--- config.mk ---
export PLATFORM = sky130hd
export DESIGN_NAME = pipelined_adder
export DESIGN_NICKNAME = d
export VERILOG_FILES = /design/src/rtl/pipelined_adder.sv
export SDC_FILE = /design/constraint.sdc
export NUM_CORES = 1
export LEC_CHECK = 0
export ABC_AREA = 1
export CORE_ASPECT_RATIO = 2
export CORE_MARGIN = 3
export CORE_UTILIZATION = 42
export CTS_BUF_LIST = sky130_fd_sc_hd__clkbuf_4 sky130_fd_sc_hd__clkbuf_8
export DETAILED_ROUTE_END_ITERATION = 8
export PLACE_DENSITY = 0.61
export SYNTH_ARGS = -nofsm -noshare
export SYNTH_HDL_FRONTEND = slang
export SYNTH_SLANG_ARGS = --single-unit
export TNS_END_PERCENT = 10
--- constraint.sdc ---
create_clock -name clk -period 8.9 [get_ports clk]
set_input_delay 1.78 -clock clk [delete_from_list [all_inputs] [get_ports clk]]
set_output_delay 1.78 -clock clk [all_outputs]
set_load 0.005 [all_outputs]
--- src/rtl/pipelined_adder.sv ---
// Carry-segmented pipelined adder: each stage adds SEG bits and registers the carry,
// with valid/ready handshaking where an unaccepted result stalls the whole pipe.
module pipelined_adder #(
    parameter int WIDTH = 16,
    parameter int SEG   = 4
) (
    input  logic             clk,
    input  logic             rst,
    input  logic             in_valid,
    output logic             in_ready,
    input  logic [WIDTH-1:0] A,
    input  logic [WIDTH-1:0] B,
    input  logic             Cin,
    output logic             out_valid,
    input  logic             out_ready,
    output logic [WIDTH-1:0] Sum,
    output logic             Cout,
    output logic             Ovf
);

    localparam int STAGES = WIDTH / SEG;

    logic stall;

    for (genvar k = 0; k < STAGES; k++) begin : g_stage
        logic [SEG-1:0]         aSeg;
        logic [SEG-1:0]         bSeg;
        logic                   cIn;
        logic                   vIn;
        logic                   aMsbIn;
        logic                   bMsbIn;
        logic [SEG:0]           segRes;
        logic [(k+1)*SEG-1:0]   sNext;

        logic                   vReg;
        logic                   cReg;
        logic                   aMsb;
        logic                   bMsb;
        logic [(k+1)*SEG-1:0]   sReg;

        // Stage 0 reads the ports; later stages read the skew registers of the stage before.
        if (k == 0) begin : g_first
            assign aSeg   = A[SEG-1:0];
            assign bSeg   = B[SEG-1:0];
            assign cIn    = Cin;
            assign vIn    = in_valid;
            assign aMsbIn = A[WIDTH-1];
            assign bMsbIn = B[WIDTH-1];
            assign sNext  = segRes[SEG-1:0];
        end else begin : g_next
            assign aSeg   = g_stage[k-1].g_skew.aSkew[SEG-1:0];
            assign bSeg   = g_stage[k-1].g_skew.bSkew[SEG-1:0];
            assign cIn    = g_stage[k-1].cReg;
            assign vIn    = g_stage[k-1].vReg;
            assign aMsbIn = g_stage[k-1].aMsb;
            assign bMsbIn = g_stage[k-1].bMsb;
            assign sNext  = {segRes[SEG-1:0], g_stage[k-1].sReg};
        end

        assign segRes = {1'b0, aSeg} + {1'b0, bSeg} + {{SEG{1'b0}}, cIn};

        always_ff @(posedge clk or posedge rst) begin
            if (rst) begin
                vReg <= 1'b0;
                cReg <= 1'b0;
                aMsb <= 1'b0;
                bMsb <= 1'b0;
                sReg <= '0;
            end else if (!stall) begin
                vReg <= vIn;
                cReg <= segRes[SEG];
                aMsb <= aMsbIn;
                bMsb <= bMsbIn;
                sReg <= sNext;
            end
        end

        // Operand bits not yet consumed ride along, shrinking by one segment per stage.
        if (k < STAGES - 1) begin : g_skew
            localparam int REM = WIDTH - (k + 1) * SEG;

            logic [REM-1:0] aSkew;
            logic [REM-1:0] bSkew;
            logic [REM-1:0] aSkewIn;
            logic [REM-1:0] bSkewIn;

            if (k == 0) begin : g_src_port
                assign aSkewIn = A[WIDTH-1:SEG];
                assign bSkewIn = B[WIDTH-1:SEG];
            end else begin : g_src_prev
                assign aSkewIn = g_stage[k-1].g_skew.aSkew[REM+SEG-1:SEG];
                assign bSkewIn = g_stage[k-1].g_skew.bSkew[REM+SEG-1:SEG];
            end

            always_ff @(posedge clk or posedge rst) begin
                if (rst) begin
                    aSkew <= '0;
                    bSkew <= '0;
                end else if (!stall) begin
                    aSkew <= aSkewIn;
                    bSkew <= bSkewIn;
                end
            end
        end
    end

    assign out_valid = g_stage[STAGES-1].vReg;
    assign Sum       = g_stage[STAGES-1].sReg;
    assign Cout      = g_stage[STAGES-1].cReg;
    assign stall     = out_valid && !out_ready;
    assign in_ready  = !stall;

    // Overflow uses the operand sign bits that travelled alongside the data.
    assign Ovf = (g_stage[STAGES-1].aMsb == g_stage[STAGES-1].bMsb) &&
                 (Sum[WIDTH-1] != g_stage[STAGES-1].aMsb);

endmodule

==> impl_metrics.yaml <==
place:
  place_hpwl_mm: 4.91
  gp_congestion: 0.810
  pre_cts_slack_ns: 4.16
  portBuffers: 56
  placedCellCount: 631
yosys:
  syn_inst: 461
  ys_ff_latch: 98
  syn_nets: 518
  ys_seq_area_frac: 0.582
  syn_area_sq_um: 4210
  synth.distinct_cells: 20
  synth_warnings: 0
  avgSynthCellArea_sq_um: 9.14
critical_path:
  crit_type: "in2out"
  worst_setup_path_start_kind: "primary input"
  crit_required_ns: 7.12
  critPathLaunch: "out_ready"
  r2r_slack_ns: 7.06
  reg2reg_depth: 6
  cp-end-kind: "output pin"
  r2r-start: "g_stage[2].cReg"
  r2r-end: "Cout"
  worstPathArrival_ns: 2.97
  path_max_fanout: 2
floorplan:
  start_util: 0.432
  core_sq_um: 9760
  die_y_microns: 148
  num_io_pins: 57
  die_area_sq_um: 11300
  num_rows: 51
  die_w_microns: 76.8
grt:
  grt_pass1_wl_mm: 13.1
  antenna_found_initial: 0
  grt_max_degree: 101
  grt_pass1_vias: 2894
  grt_usage: 0.146
  gr-total-overflow: 0
sta:
  min_period_over_period: 0.533
  rsz0062_at_grt: "no"
  fin_ws_ns: 4.15
  timing.setup.tns_ns: 0
  fin_crit_ns: 4.75
  setup-violations-final: 0
  finClkSkew_ns: 0.00994
  slew_headroom: 0.388
  hold_viol_final: 0
  max_freq_mhz: 211
  hold_ws_ns: 0.471
  drv_slew: 0
  worst_pin_slew_ns: 0.919
final_layout:
  fin_nets: 567
  drive_above_1_share: 0.0427
  final_cell_mix: "nand2_1 (187), dfrtp_1 (98), clkdlybuf4s50_1 (56), o21ai_0 (54), inv_1 (43)"
  seq_area_sq_um: 2450
  stdcell_count: 647
  nFillCells: 909
  synthToLayoutAreaGrowth_pct: 19.2
  utilization: 0.514
  n_antenna_cell: 0
  multi_input_area_sq_um: 1480
  final_common_cell: "nand2_1"
clocking:
  insertion_delay_ns: 0.37
  cts_inserted_buffers: 9
  cts_hold_buf: 0
  post_cts_buffers: 0
  clkTransAtPathRegs_ns: 0.09
  root_buffer: "clkbuf_8"
  cts_tree: "built"
  cts-htree-levels: 3
  cts.sinks: 98
  cts_resized: 0
  clk_path_buf_depth: 2
route:
  dr.pass1.iters: 4
  wirelength_mm: 7.58
  final_antenna_net_count: 0
  wl_per_cell_microns: 11.7
  dr_total_vias: 2973
  avgViaCountPerCell: 4.60
  drt_iter0_markers: 187
  drc: 0
power:
  p_comb_frac: 0.363
  p_sw_mw: 0.562
  p_sw_frac: 0.360
  internal_power_mw: 1.00
  p_leak_nw: 2.52
  seqPwrFrac: 0.472
  cellPowerDensity_nw_per_um2: 311
  clock_power_share: 0.165
  vdd_ir_drop_max_mv: 0.207
min_path:
  hold_class: "reg2reg"
  min_delay_path_depth: 2
  min_from: "g_stage[1].vReg"
  hold_end: "g_stage[2].vReg"
outcome:
  outcome: "completed"
flow_run:
  maxCapViolations: 0
## metrics by stage
stage	area, sq um	power, mW
floorplan	4210	1.12
global placement	4850	1.30
detailed placement	4850	1.32
CTS	5020	1.59
global route	5020	1.71
finish	5020	1.56
## power by group through the flow
stage	clock network, mW	logic [mW]	registers (mW)
final	0.257	0.567	0.738
after global routing	0.287	0.664	0.762
after CTS	0.269	0.578	0.741
after detailed placement	0	0.575	0.749
after global placement	0	0.557	0.743
after floorplan	0	0.391	0.727
## sequential cells by signal (all words and copies together), names as in the netlist
register	cells
g_stage.cReg	3
g_stage.vReg	3
out_valid	1
Cout	1
g_stage.g_skew.bSkew	21
g_stage.aMsb	4
g_stage.bMsb	4
g_stage.sReg	24
Sum	16
g_stage.g_skew.aSkew	21
## synthesized netlist by cell type
| cell | instances | area [sq um] |
|---|---|---|
| a21oi_1 | 9 | 45.0 |
| buf_2 | 14 | 70.1 |
| buf_4 | 1 | 7.51 |
| buf_6 | 3 | 33.8 |
| clkbuf_1 | 3 | 11.3 |
| dfrtp_1 | 98 | 2450 |
| fa_1 | 8 | 160 |
| ha_1 | 12 | 150 |
| inv_1 | 44 | 165 |
| inv_2 | 1 | 3.75 |
| nand2_1 | 187 | 702 |
| nand3_1 | 13 | 65.1 |
| nor2_1 | 7 | 26.3 |
| nor2_2 | 1 | 6.26 |
| o21a_1 | 1 | 7.51 |
| o21ai_0 | 54 | 270 |
| o22ai_1 | 1 | 6.26 |
| o31ai_1 | 1 | 7.51 |
| or2_1 | 1 | 6.26 |
| xor2_1 | 2 | 17.5 |
## cells by family (layout without fill, tap and decap cells)
logic type / Yosys count / count (layout) / share of synthesized area
fa+ha+maj: 20 / 20 / 0.0736
compound gates: 66 / 66 / 0.0799
xor+xnor: 2 / 2 / 0.00416
buf+inv: 66 / 120 / 0.0692
simple gates: 209 / 209 / 0.191
flops: 98 / 98 / 0.582
## worst max-delay path by stage
| stage | end | slack [ns] |
|---|---|---|
| floorplan | Cout | 4.56 |
| global route | in_ready | 4.12 |
| detailed placement | in_ready | 4.16 |
| global placement | in_ready | 4.15 |
| finish | in_ready | 4.15 |
| CTS | in_ready | 4.14 |
## worst max-delay path: stages
cell and delay, ns:
clkdlybuf4s50_1 0.55, nor2_4 0.06, inv_2 0.07, clkdlybuf4s50_1 0.50
## cell type report
class / count / share of cell area
Clock inverter: 6 / 0.00872
Tap cell: 132 / 0.0329
Sequential cell: 98 / 0.488
Inverter: 45 / 0.0341
Clock buffer: 10 / 0.0262
Timing Repair Buffer: 59 / 0.116
Multi-Input combinational cell: 297 / 0.294
## routing by layer
| layer | global-route usage | routed length [microns] | vias to the layer above |
|---|---|---|---|
| met4 | 0.0917 | 240 | 0 |
| met5 | 0 | 0 | - |
| met3 | 0.0256 | 245 | 19 |
| li1 | - | - | 1523 |
| met1 | 0.176 | 3340 | 1375 |
| met2 | 0.240 | 3760 | 56 |
Power figures use the tool's default switching activity.
